===== src/rtl/if_stage.sv =====
// Instruction-fetch stage: PC, instruction RAM request handshake and the IF/ID register.
module if_stage #(
    parameter logic [15:0] RESET_PC = 16'h0000,
    parameter logic [15:0] NOP_INST = 16'h0800
) (
    input  logic        clk,
    input  logic        rst,
    input  logic        PcTaken,
    input  logic [15:0] PcTarget,
    input  logic        PcStall,
    input  logic        MemConflict,
    output logic        InstReq,
    output logic [15:0] InstAddr,
    input  logic [15:0] InstData,
    input  logic        InstValid,
    output logic [15:0] IdInst,
    output logic [4:0]  IdOp,
    output logic [2:0]  IdRx,
    output logic [2:0]  IdRy,
    output logic [2:0]  IdRz,
    output logic [4:0]  IdFunct,
    output logic [15:0] IdPc,
    output logic        IdValid
);

    localparam int unsigned AW = 16;
    localparam int unsigned IW = 16;

    typedef enum logic [1:0] {
        S_IDLE  = 2'd0,
        S_FETCH = 2'd1,
        S_WAIT  = 2'd2,
        S_DRAIN = 2'd3
    } state_e;

    state_e          state_q, state_d;
    logic [AW-1:0]   pc_q, pc_d;
    logic [AW-1:0]   drain_addr_q, drain_addr_d;
    logic [IW-1:0]   hold_inst_q, hold_inst_d;
    logic            hold_full_q, hold_full_d;
    logic [IW-1:0]   id_inst_q, id_inst_d;
    logic [AW-1:0]   id_pc_q, id_pc_d;
    logic            id_valid_q, id_valid_d;

    logic [AW-1:0]   pc_inc;
    logic            accept;
    logic            bubble;

    assign pc_inc = pc_q + AW'(1);

    // Fetch request: a redirect or a full hold buffer suppresses a new request,
    // but an already outstanding request (WAIT/DRAIN) stays asserted.
    always_comb begin
        InstReq  = 1'b0;
        InstAddr = pc_q;
        case (state_q)
            S_FETCH: InstReq = !MemConflict && !hold_full_q && !PcTaken;
            S_WAIT:  InstReq = 1'b1;
            S_DRAIN: begin
                InstReq  = 1'b1;
                InstAddr = drain_addr_q;
            end
            default: InstReq = 1'b0;
        endcase
    end

    // Next-state: redirect first, then response accept, hold-buffer unload and bubbles.
    always_comb begin
        state_d      = state_q;
        pc_d         = pc_q;
        drain_addr_d = drain_addr_q;
        hold_inst_d  = hold_inst_q;
        hold_full_d  = hold_full_q;
        id_inst_d    = id_inst_q;
        id_pc_d      = id_pc_q;
        id_valid_d   = id_valid_q;
        accept       = 1'b0;
        bubble       = 1'b0;

        if (PcTaken) begin
            pc_d        = PcTarget;
            id_inst_d   = NOP_INST;
            id_valid_d  = 1'b0;
            hold_full_d = 1'b0;
            if ((state_q == S_WAIT || state_q == S_DRAIN) && !InstValid) begin
                state_d = S_DRAIN;
                if (state_q == S_WAIT) begin
                    drain_addr_d = pc_q;
                end
            end else begin
                state_d = S_FETCH;
            end
        end else begin
            case (state_q)
                S_IDLE: state_d = S_FETCH;
                S_FETCH: begin
                    if (hold_full_q) begin
                        if (!PcStall) begin
                            id_inst_d   = hold_inst_q;
                            id_pc_d     = pc_q;
                            id_valid_d  = 1'b1;
                            hold_full_d = 1'b0;
                        end
                    end else if (InstReq) begin
                        if (InstValid) begin
                            accept = 1'b1;
                        end else begin
                            state_d = S_WAIT;
                            bubble  = 1'b1;
                        end
                    end else begin
                        bubble = 1'b1;
                    end
                end
                S_WAIT: begin
                    if (InstValid) begin
                        accept = 1'b1;
                    end else begin
                        bubble = 1'b1;
                    end
                end
                S_DRAIN: begin
                    bubble = 1'b1;
                    if (InstValid) begin
                        state_d = S_FETCH;
                    end
                end
                default: state_d = S_IDLE;
            endcase

            if (accept) begin
                pc_d    = pc_inc;
                state_d = S_FETCH;
                if (!PcStall) begin
                    id_inst_d  = InstData;
                    id_pc_d    = pc_inc;
                    id_valid_d = 1'b1;
                end else begin
                    hold_inst_d = InstData;
                    hold_full_d = 1'b1;
                end
            end

            if (bubble && !PcStall) begin
                id_inst_d  = NOP_INST;
                id_valid_d = 1'b0;
            end
        end
    end

    // State and pipeline registers with synchronous active-low reset.
    always_ff @(posedge clk) begin
        if (!rst) begin
            state_q      <= S_IDLE;
            pc_q         <= RESET_PC;
            drain_addr_q <= RESET_PC;
            hold_inst_q  <= NOP_INST;
            hold_full_q  <= 1'b0;
            id_inst_q    <= NOP_INST;
            id_pc_q      <= '0;
            id_valid_q   <= 1'b0;
        end else begin
            state_q      <= state_d;
            pc_q         <= pc_d;
            drain_addr_q <= drain_addr_d;
            hold_inst_q  <= hold_inst_d;
            hold_full_q  <= hold_full_d;
            id_inst_q    <= id_inst_d;
            id_pc_q      <= id_pc_d;
            id_valid_q   <= id_valid_d;
        end
    end

    assign IdInst  = id_inst_q;
    assign IdOp    = id_inst_q[15:11];
    assign IdRx    = id_inst_q[10:8];
    assign IdRy    = id_inst_q[7:5];
    assign IdRz    = id_inst_q[4:2];
    assign IdFunct = id_inst_q[4:0];
    assign IdPc    = id_pc_q;
    assign IdValid = id_valid_q;

endmodule


===== config.mk =====
export PLATFORM = sky130hd
export DESIGN_NAME = if_stage
export DESIGN_NICKNAME = d
export VERILOG_FILES = /design/src/rtl/if_stage.sv
export SDC_FILE = /design/constraint.sdc
export NUM_CORES = 1
export LEC_CHECK = 0
export CORE_MARGIN = 2
export CORE_UTILIZATION = 42
export CTS_BUF_LIST = sky130_fd_sc_hd__clkbuf_8
export DETAILED_ROUTE_END_ITERATION = 16
export MAX_ROUTING_LAYER = met4
export PLACE_DENSITY = 0.77
export SLEW_MARGIN = 30
export SYNTH_ARGS = -nofsm -noshare
export SYNTH_HDL_FRONTEND = slang
export SYNTH_SLANG_ARGS = --single-unit
export TNS_END_PERCENT = 1

===== constraint.sdc =====
create_clock -name clk -period 2.78 [get_ports clk]
set_input_delay 0.278 -clock clk [delete_from_list [all_inputs] [get_ports clk]]
set_output_delay 0.278 -clock clk [all_outputs]
set_load 0.02 [all_outputs]

==> After elaboration in Yosys (flattened, before gate mapping) <==
Cells that the tools add are included.
W data, S select, Z words.
{ "word_totals": {"wordCells": 79, "ramBits": 0, "inputBits": 38, "register_bits": 84, "latch_bits": 0, "n_memories": 0, "mem_bits_ro": 0} }
{ "classes": {"n_shift": 0, "n_reduce_logical": 19, "order_cmp": 0, "mux": 42, "n_div": 0, "n_bitwise": 2, "mul": 0, "add_sub_neg": 1, "eq_ne": 7} }
{ "ops": {"columns": ["operator", "n"], "rows": [
  ["$mux W16", 13],
  ["$mux W1", 18],
  ["$add A16 B1 Y16 const B", 1],
  ["$mux W2", 7],
  ["$ne A4 B4 Y1 const B", 3],
  ["$pmux W2 S3", 1],
  ["$reduce_and A3 Y1", 2],
  ["$logic_not A1 Y1", 5],
  ["$reduce_and A5 Y1", 1],
  ["$reduce_bool A5 Y1", 1],
  ["$eq A2 B2 Y1 const B", 2],
  ["$logic_and A1 B1 Y1", 4],
  ["$ne A4 B3 Y1 const B", 1],
  ["$pmux W1 S2", 2],
  ["$reduce_or A2 Y1", 2],
  ["$pmux W1 S3", 1],
  ["$reduce_or A3 Y1", 1],
  ["$eq A2 B1 Y1 const B", 1],
  ["$logic_not A2 Y1", 1],
  ["$not A1 Y1", 2],
  ["$reduce_bool A2 Y1", 1],
  ["$logic_or A1 B1 Y1", 1]
]} }

==> Longest topological paths before layout <==
{ "depth": {"word_depth": 10, "depth_mapped": 9, "ltp_nobuf": 7} }

==> Least setup slack after synthesis <==
No wires, ideal clock.
{ "synth_path": {"path_type": "register to register", "startpoint": "register state_q[0]", "endpoint": "register hold_inst_q[11]", "n_path_buf": 2, "arrival_time_ps": 1823, "synth_period_minus_slack_ps": 1955, "setup_slack_ps": 825, "setup_time_ps": 132, "path_stages_with_launch": 10, "path_cell_list": "dfxtp_1 > inv_1 > ha_1 > or2_4 > o221a_4 > and3_1 > buf_6 > buf_6 > nand2_1 > nand3_1"} }
{ "synth_via": {"elab_chain_len": 8, "word_cells_on_any_way": 10} }
{ "synth_rtl": {"columns": ["item", "line_no", "source"], "rows": [
  ["start: declaration", "36", "state_e state_q, state_d;"],
  ["start signal: assignment", "163", "state_q <= state_d;"],
  ["$eq A2 B2 Y1, on equally long branches", "56, 94", null],
  ["$reduce_or A2 Y1 (no line)", null, null],
  ["$pmux W1 S2", "56", "case (state_q)"],
  ["$mux W1", "104", "end else if (InstReq) begin"],
  ["$mux W1", "97", "if (hold_full_q) begin"],
  ["$pmux W1 S2 (*)", "94", "case (state_q)"],
  ["$mux W1 (*)", "80", "if (PcTaken) begin"],
  ["$reduce_and A3 Y1 (no line) (*)", null, null],
  ["end signal: assignment", "166", "hold_inst_q <= hold_inst_d;"],
  ["end: declaration", "39", "logic [IW-1:0] hold_inst_q, hold_inst_d;"]
]} }
Mark *: on every way between the ends. The rest lies on a longest branch, timed or not. The select of a mux whose other input is x is not followed.
A chain may end at the register's enable or synchronous reset.

==> Worst setup path after layout <==
{ "layout_path": {"startpoint": "register state_q[0]", "endpoint": "output InstReq"} }
{ "layout_via": {"elab_chain_len": 3, "word_cells_on_any_way": 5} }
{ "layout_rtl": {"columns": ["item", "line_no", "source"], "rows": [
  ["$eq A2 B2 Y1", "56", null],
  ["$reduce_or A2 Y1 (no line)", null, null],
  ["$pmux W1 S2 (*)", "56", null],
  ["end: declaration", "12", "output logic InstReq,"]
]} }
Mark *: on every way between the ends. The rest lies on a longest branch, timed or not.

==> metrics.txt <==
outcome finished, final reports clean; RSZ-0062 raised after global routing false; Post-Synth Adder-Cell Area 1.41%; R2R cell count 7; setup tns final 0 ns; vias 4271; R2R Path Start state_q[0]$_SDFFE_PN0P_; Area Growth Syn to Fin 26.6%; hold buffer count at cts 0; largest net degree at the start of global routing 50; min Tclk post-route 2.49 ns; Req. time, crit path 2.50 ns; slew margin rel. 49.7%; area fraction in compound gates after synthesis 18.7%; worst hold margin 0.454 ns; clock buffer count from CTS 9; fin cells 776; Crit Path Max Fanout 7; crit path launch type register; Pwr per Cell Area 469 nW/um2; GPL Wtd Cong 0.893; largest family of logic cells by synthesized area simple AND/OR/NAND/NOR gates; dpl ws 0.368 ns; Placed Area 5400 um2; final setup violation count 0; post-synthesis mux area share 3.55%; hold_sp drain_addr_q[2]$_SDFFE_PN0P_; leakage power 1.88 nW; final hold vios 0; drt via density 5.50; Die Ht 107 um; Simple-Gate Fraction of Synth Area 23.7%; post-synthesis xor/xnor area fraction 5.12%; worst slew pin tran 0.754 ns; Yosys reg bits 84; postcts setup bufs 0; row count 37; Worst Path Arrival 2.21 ns; placed wire-length estimate 8580 um; drc violations 0; Tcrit/Tclk final 89.4%; R2R Path End IdPc[10]$_SDFFE_PN0N_; Worst Hold Class reg -> reg; core footprint 10300 um2; GRT Overall Usage 22.0%; Die W 107 um; nets 678; clk slew on worst S/H paths 0.09 ns; fin area 5630 um2; TritonCTS clock tree yes; I/O Pins 107; critical path capture point type output pin; WL final 12000 um; first-pass GRT wire length 19800 um; I/O Buffers 106; initial antenna violation count 0; Sink Count 84; CTS H-tree lvls 3; MaxCap Viol Count 0; Clock Skew 0.00917 ns; share of layout cells above drive strength 1 9.38%; syn avg cell area 7.77 um2; Clock Path Buffers 2; final max-slew violation count 0; clk_lat worst skew 0.37 ns; Reg2Reg Setup Slack 0.30 ns; crit path from state_q[0]$_SDFFE_PN0P_; vias in the first global route 4075; ys flop type dfxtp_1; CTS-repair resized insts 0; Max VDD drop 0.436 mV; Antenna diodes 0; WS Path Type reg -> out; Synth Net Count 615; WHS Path Cells 2; count of cell types in the netlist 55; Seq/Total Area, Yosys 37.8%; Synth Warn # 0; initial core utilization 43.1%; GRT overflow 0; Routed Antenna Nets 0; Max Clk Rate 402 MHz; TritonRoute pass-1 iters 5; Inst Count DP 760; drt wl/cell 15.5 um; hold path endpoint drain_addr_q[2]$_SDFFE_PN0P_; Post-Syn Area 4450 um2; DR iter-0 viols 217; Synth Instances 572; root buf cell clkbuf_8; asr flop ratio synth 0%; die area 11400 um2; Post-synth EDFFs 0; final critical-path setup slack 0.293 ns
==> per-layer routing <==
metal / track usage [%] / wire [um] / up-vias / share of wire (%)
met2: 36.4 / 5730 / 186 / 48
met3: 5.35 / 855 / 18 / 7.1
li1: - / - / 2067 / -
met5: - / 0 / - / 0
met1: 27.2 / 5250 / 2000 / 44
met4: 5.38 / 174 / 0 / 1.4
==> cells in the final DEF, fill, tap and decap left out, types with 2 or more instances in the layout <==
| cell type | count |
|---|---|
| a32o_1 | 10 |
| xor2_1 | 9 |
| dfxtp_1 | 84 |
| o211ai_1 | 2 |
| clkdlybuf4s50_1 | 106 |
| xnor2_1 | 17 |
| inv_1 | 7 |
| nand2b_1 | 3 |
| or2_2 | 3 |
| nand2_1 | 151 |
| clkbuf_8 | 9 |
| ha_1 | 5 |
| a211oi_1 | 2 |
| buf_4 | 16 |
| a31oi_1 | 8 |
| bufinv_16 | 2 |
| nor2_2 | 2 |
| nand3_1 | 17 |
| a21oi_1 | 50 |
| nor2_1 | 30 |
| inv_6 | 3 |
| a311oi_1 | 16 |
| o21ai_0 | 23 |
| nor3_1 | 8 |
| nor4_1 | 5 |
| or3_1 | 2 |
| mux2_2 | 14 |
| nand4_1 | 7 |
| and3_1 | 2 |
==> worst max-delay path by stage <==
stage,end,cells past startpoint
2_1_floorplan,hold_inst_q[11]$_SDFFE_PN1P_,9
3_3_place_gp,IdPc[10]$_SDFFE_PN0N_,7
3_5_place_dp,IdPc[10]$_SDFFE_PN0N_,7
4_1_cts,InstReq,6
5_1_grt,InstReq,6
6_report,InstReq,6
==> cells in the mapped netlist (7+ instances only) <==
cell type	number	area (um2)
xor2_1	9	78.8
buf_2	12	60.1
nand3_1	17	85.1
a31oi_1	8	50.1
o21ai_0	23	115
mux2_2	14	158
a311oi_1	16	140
a32o_1	10	100
xnor2_1	17	149
nor3_1	8	40.0
buf_4	24	180
nor2_1	31	116
dfxtp_1	84	1680
nand4_1	7	43.8
inv_1	7	26.3
nand2_1	151	567
clkbuf_1	27	101
a21oi_1	50	250
==> metrics by stage <==
stage,power [mW],utilization (%)
2_1_floorplan,1.50,-
3_3_place_gp,1.65,52.3
3_5_place_dp,1.66,52.3
4_1_cts,2.66,54.5
5_1_grt,2.76,54.5
6_report,2.64,54.5
==> flip-flops by register name, indices dropped and copies added (netlist names) <==
signal and count:
hold_full_q 1, pc_q 16, state_q 2, IdInst 16, IdValid 1, drain_addr_q 16, IdPc 16, hold_inst_q 16
==> cells by family (layout without fill, tap and decap cells) <==
| logic type | after synthesis | count (layout) |
|---|---|---|
| xor gates and xnor gates | 26 | 26 |
| adders and majority gates | 5 | 5 |
| muxes | 14 | 14 |
| and+or+nand+nor | 240 | 240 |
| DFF | 84 | 84 |
| AOI/OAI and AO/OA | 125 | 125 |
| buffers and inverters | 78 | 146 |
==> worst max-delay path, cell delays in order (launching register included) <==
cell	delay, ns
dfxtp_1	0.38
inv_1	0.10
ha_1	0.30
or2_4	0.31
a31oi_1	0.14
nor2_1	0.07
clkdlybuf4s50_1	0.54
==> power by group <==
part | leakage (nW) | switching [mW] | internal (mW) | total (mW)
clock network | 0.113 | 0.483 | 0.522 | 1.00
logic | 1.08 | 0.190 | 0.173 | 0.363
registers | 0.682 | 0.0434 | 1.23 | 1.27
==> final cells by class <==
cell class | count | area, um2
repair buffers | 122 | 1180
clock buffers | 9 | 124
multi-input cells | 410 | 2340
clock inverters | 7 | 105
well taps | 136 | 170
flip-flops and latches | 84 | 1680
fillers | 981 | 4690
inverters | 8 | 30.0
Power figures use the tool's default switching activity.
